`src/rtl/video_pkg.sv`:
```
// Shared video-subsystem types and register constants for the OAM DMA engine.
// Constants double as parameter defaults for blocks that address the PPU/CPU register maps.
package video_pkg;

    typedef enum logic [2:0] {
        IDLE,
        HALT,
        ALIGN,
        READ,
        WRITE
    } dma_state_t;

    localparam logic [2:0]  PPU_REG_OAM_DATA = 3'd4;
    localparam logic [15:0] CPU_REG_OAM_DMA  = 16'h4014;

endpackage

```
`src/rtl/oam_dma.sv`:
```
// Sprite DMA: halts the CPU and copies one 256-byte CPU page into the PPU OAM data register.
// One byte per get/put tick pair; state only moves on I_cpu_ce, gaps in the strobe stretch every state.
module oam_dma
    import video_pkg::*;
#(
    parameter logic [15:0] P_DMA_REG      = CPU_REG_OAM_DMA,
    parameter logic [2:0]  P_OAM_DATA_REG = PPU_REG_OAM_DATA
) (
    input  logic        I_clock,
    input  logic        I_reset,
    input  logic        I_cpu_ce,
    input  logic [15:0] I_cpu_addr,
    input  logic        I_cpu_wren,
    input  logic [7:0]  I_cpu_data,
    output logic        O_cpu_halt,
    output logic        O_busy,
    output logic [15:0] O_dma_addr,
    output logic        O_dma_rden,
    input  logic [7:0]  I_dma_data,
    output logic [2:0]  O_ppu_addr,
    output logic        O_ppu_wren,
    output logic [7:0]  O_ppu_data
);

    dma_state_t state_q, state_d;
    logic       par_q, par_d;
    logic [7:0] idx_q, idx_d;
    logic [7:0] page_q, page_d;
    logic [7:0] data_q, data_d;

    always_ff @(posedge I_clock or negedge I_reset) begin
        if (!I_reset) begin
            state_q <= IDLE;
            par_q   <= 1'b0;
            idx_q   <= 8'h00;
            page_q  <= 8'h00;
            data_q  <= 8'h00;
        end else begin
            state_q <= state_d;
            par_q   <= par_d;
            idx_q   <= idx_d;
            page_q  <= page_d;
            data_q  <= data_d;
        end
    end

    always_comb begin
        state_d    = state_q;
        par_d      = par_q ^ I_cpu_ce;
        idx_d      = idx_q;
        page_d     = page_q;
        data_d     = data_q;
        O_dma_addr = 16'h0000;
        O_dma_rden = 1'b0;
        O_ppu_addr = 3'd0;
        O_ppu_wren = 1'b0;
        O_ppu_data = 8'h00;

        case (state_q)
            IDLE: begin
                if (I_cpu_ce && I_cpu_wren && (I_cpu_addr == P_DMA_REG)) begin
                    page_d  = I_cpu_data;
                    idx_d   = 8'h00;
                    state_d = HALT;
                end
            end
            HALT: begin
                // The next tick is a get tick exactly when this one is a put tick.
                if (I_cpu_ce) state_d = par_q ? READ : ALIGN;
            end
            ALIGN: begin
                if (I_cpu_ce) state_d = READ;
            end
            READ: begin
                O_dma_rden = 1'b1;
                O_dma_addr = {page_q, idx_q};
                if (I_cpu_ce) begin
                    data_d  = I_dma_data;
                    state_d = WRITE;
                end
            end
            WRITE: begin
                O_ppu_addr = P_OAM_DATA_REG;
                O_ppu_data = data_q;
                O_ppu_wren = I_cpu_ce;
                if (I_cpu_ce) begin
                    if (idx_q == 8'hFF) begin
                        state_d = IDLE;
                    end else begin
                        idx_d   = idx_q + 8'd1;
                        state_d = READ;
                    end
                end
            end
            default: state_d = IDLE;
        endcase
    end

    assign O_busy     = (state_q != IDLE);
    assign O_cpu_halt = O_busy;

endmodule

```
`config.mk`:
```
export PLATFORM = sky130hd
export DESIGN_NAME = oam_dma
export DESIGN_NICKNAME = d
export VERILOG_FILES = /design/src/rtl/video_pkg.sv /design/src/rtl/oam_dma.sv
export SDC_FILE = /design/constraint.sdc
export NUM_CORES = 1
export LEC_CHECK = 0
export BUFFER_PORTS_ARGS = -buffer_cell sky130_fd_sc_hd__buf_2
export CAP_MARGIN = 20
export CORE_MARGIN = 2
export CORE_UTILIZATION = 35
export DETAILED_ROUTE_END_ITERATION = 6
export HOLD_SLACK_MARGIN = 0.08
export PLACE_DENSITY = 0.66
export REMOVE_ABC_BUFFERS = 1
export SLEW_MARGIN = 20
export SYNTH_ARGS = -nofsm -noshare
export SYNTH_HDL_FRONTEND = slang
export SYNTH_SLANG_ARGS = --single-unit
export TNS_END_PERCENT = 1
```
`constraint.sdc`:
```
create_clock -name I_clock -period 2 [get_ports I_clock]
set_input_delay 0.2 -clock I_clock [delete_from_list [all_inputs] [get_ports I_clock]]
set_output_delay 0.2 -clock I_clock [all_outputs]
set_load 0.1 [all_outputs]
```
==> impl_metrics.ini <==
[die]
die_h_um = 69.69
num_rows = 23
num_io_pins = 67
start_util = 0.3696
die_area_um2 = 4856
core_um2 = 4086
die_w_um = 69.69

[timing]
fmax_mhz = 526.0
tightestPinTransition_ps = 623.8
setup_slack_ps = 98.90
fin_crit_sh = 0.9506
setup_viol = 0
hold_viol = 0
finalClockSkew_ps = 4.857
relSlewSlack = 0.5841
min_period_ps = 1901
holdWs_ps = 148.9
slew_viol_final = 0

[finish]
final_cells = 263
ff_latch_area_um2 = 701.9
filler_cell_count = 341
multi_input_area_um2 = 768.2
finalInstanceArea_um2 = 2405
layout-drive-gt1-share = 0.4507
nets = 251
n_antenna_cell = 0
area_growth_pct = 59.24

[worst_setup_path]
crit_top_cell = buf_12
worstSetupEndpointType = output pin
cpLargestDelayFamily = buffers and inverters
worst-path-buf-inv = 3
path_max_fanout = 14
crit_slowest_cell = dfrtp_1
critPathArrivalTime_ps = 1700
start_kind = flip-flop
cp.required_ps = 1800
crit_type = reg -> out
crit_path_cell_trace = nor2_2, nand2_1, clkinvlp_4, buf_12, and2_1, buf_12
cp_slowest_stage_delay_ps = 460

[synthesis]
syn_avg_cell_area_um2 = 10.42
yosysMostFrequentCell = dfrtp_1
ys_seq_area_frac = 0.4640
ys_seq_elements = 28
netlist-cell-type-count = 37
yosysTopAreaCellShare = 0.4640
netlist_area_um2 = 1510
yosysTopAreaCell = dfrtp_1
syn_inst = 145
synth_area_leaders = dfrtp_1 46%, mux2_2 12%, and2_1 10%
synth_common_cells = 28 x dfrtp_1, 25 x and2_1, 16 x mux2_2
ys.flop_type = dfrtp_1
async_flop_share = 1.000
synth_edf_count = 0
yosysWarnings = 0

[clocking]
cts_buffers = 3
clockRootBuffer = clkbuf_8
cts_tree = yes
cts_sinks = 28
clock_latency_ps = 270
htree_levels = 1
cts.reportedPaths.clkPinSlew_ps = 100
clockBufferDepth = 2

[drt]
drc = 0
viasPerCell = 5.057
routedWlPerCell_um = 13.65
drtIter0Drc = 63
drt.antenna.violating_nets = 0
drt-total-wl_mm = 3.591
vias = 1330
firstDrtPassIters = 4

[global_route]
antenna_found_initial = 0
grt_pass1_wl_mm = 6.382
grt_max_degree = 29
grt_pass1_vias = 1464
grt.total_usage = 0.1596
grt-ovfl-total = 0

[placed_design]
place_ws_ps = 206.0
hpwl_mm = 2.768
place_inst = 257
dpl_cell_area_um2 = 2307
globalplace.congestion = 0.8221
portBuffers = 64

[power]
power_density_nw_per_um2 = 1292
power.leakage_nw = 1.102
peakVddDrop_v = 0.0009217

[flow_run]
cap_violations = 0

[run_status]
status = finished clean

[min_path]
min_path_type = in -> reg
==> kinds of logic (layout without fill, tap and decap cells) <==
kind of cell,Yosys count,after routing,synth area share
AND/OR/NAND/NOR,61,61,0.2345
flip-flops,28,28,0.4640
AO/OA/AOI/OAI,25,25,0.1210
multiplexers,17,17,0.1259
buffers and inverters,10,77,0.03231
XOR/XNOR,2,2,0.01160
adder cells (fa/ha/maj),1,1,0.008284
other,1,2,0.002483
==> cell type report <==
class | instances | area share
Multi-Input combinational cell | 108 | 0.3195
Tap cell | 50 | 0.02601
Timing Repair Buffer | 70 | 0.3267
Inverter | 3 | 0.006243
Sequential cell | 28 | 0.2919
Clock inverter | 1 | 0.01249
Clock buffer | 3 | 0.01717
==> routing by layer <==
layer	vias up	routed length (um)	GRT usage
li1	654	-	-
met1	637	1445	0.1781
met2	35	1906	0.2885
met3	4	220	0.05814
met4	0	19	0.03846
met5	-	0	0
==> cells in the final DEF, fill, tap and decap left out, types with 3 or more instances in the layout <==
cell / instances
dfrtp_1: 27
nand3_1: 4
nor4_1: 3
nand2_1: 13
buf_12: 28
clkbuf_8: 3
o21ai_0: 8
nand4_1: 3
mux2_2: 16
and2_1: 25
buf_4: 4
buf_2: 37
==> state kept, by name (all words and copies together), names as in the netlist <==
register and count:
idx_q 8, data_q 8, par_q 1, page_q 8, state_q 3
==> what timing repair did <==
item	4_1_cts	5_1_grt
resized for setup	0	4
hold buffers	1	0
setup buffers	0	1
endpoints found under the setup margin	0	15
hold endpoints to repair	28	0
==> final timing paths <==
kind                               startpoint  depth (start not counted)  slack [ps]             to
worst max-delay path               state_q[1]                          6         100  O_ppu_data[5]
worst min-delay path            I_dma_data[2]                          2         150      data_q[2]
worst max register to register       idx_q[0]                          5         220       idx_q[5]
worst min register to register          par_q                          1         480          par_q
max in group asynchronous             I_reset                          2        1090     state_q[0]
min in group asynchronous             I_reset                          2         470      data_q[5]
==> power by group <==
group	internal [mW]	leakage [nW]	switching [mW]	total, mW
sequential	0.748	0.350	0.168	0.916
clock	0.268	0.0357	0.175	0.443
combinational	0.612	0.717	1.14	1.75
total	1.63	1.10	1.48	3.11
==> metrics by stage <==
stage	power [mW]	util	setup TNS, ps
after detailed placement	2.661	0.5646	0
final	3.107	0.5885	0
after global routing	3.256	0.5885	-8.493
after floorplan	2.063	-	-28920
after CTS	3.115	0.5845	0
after global placement	2.623	0.5646	0
No activity file was read; power rests on OpenSTA's default activity.
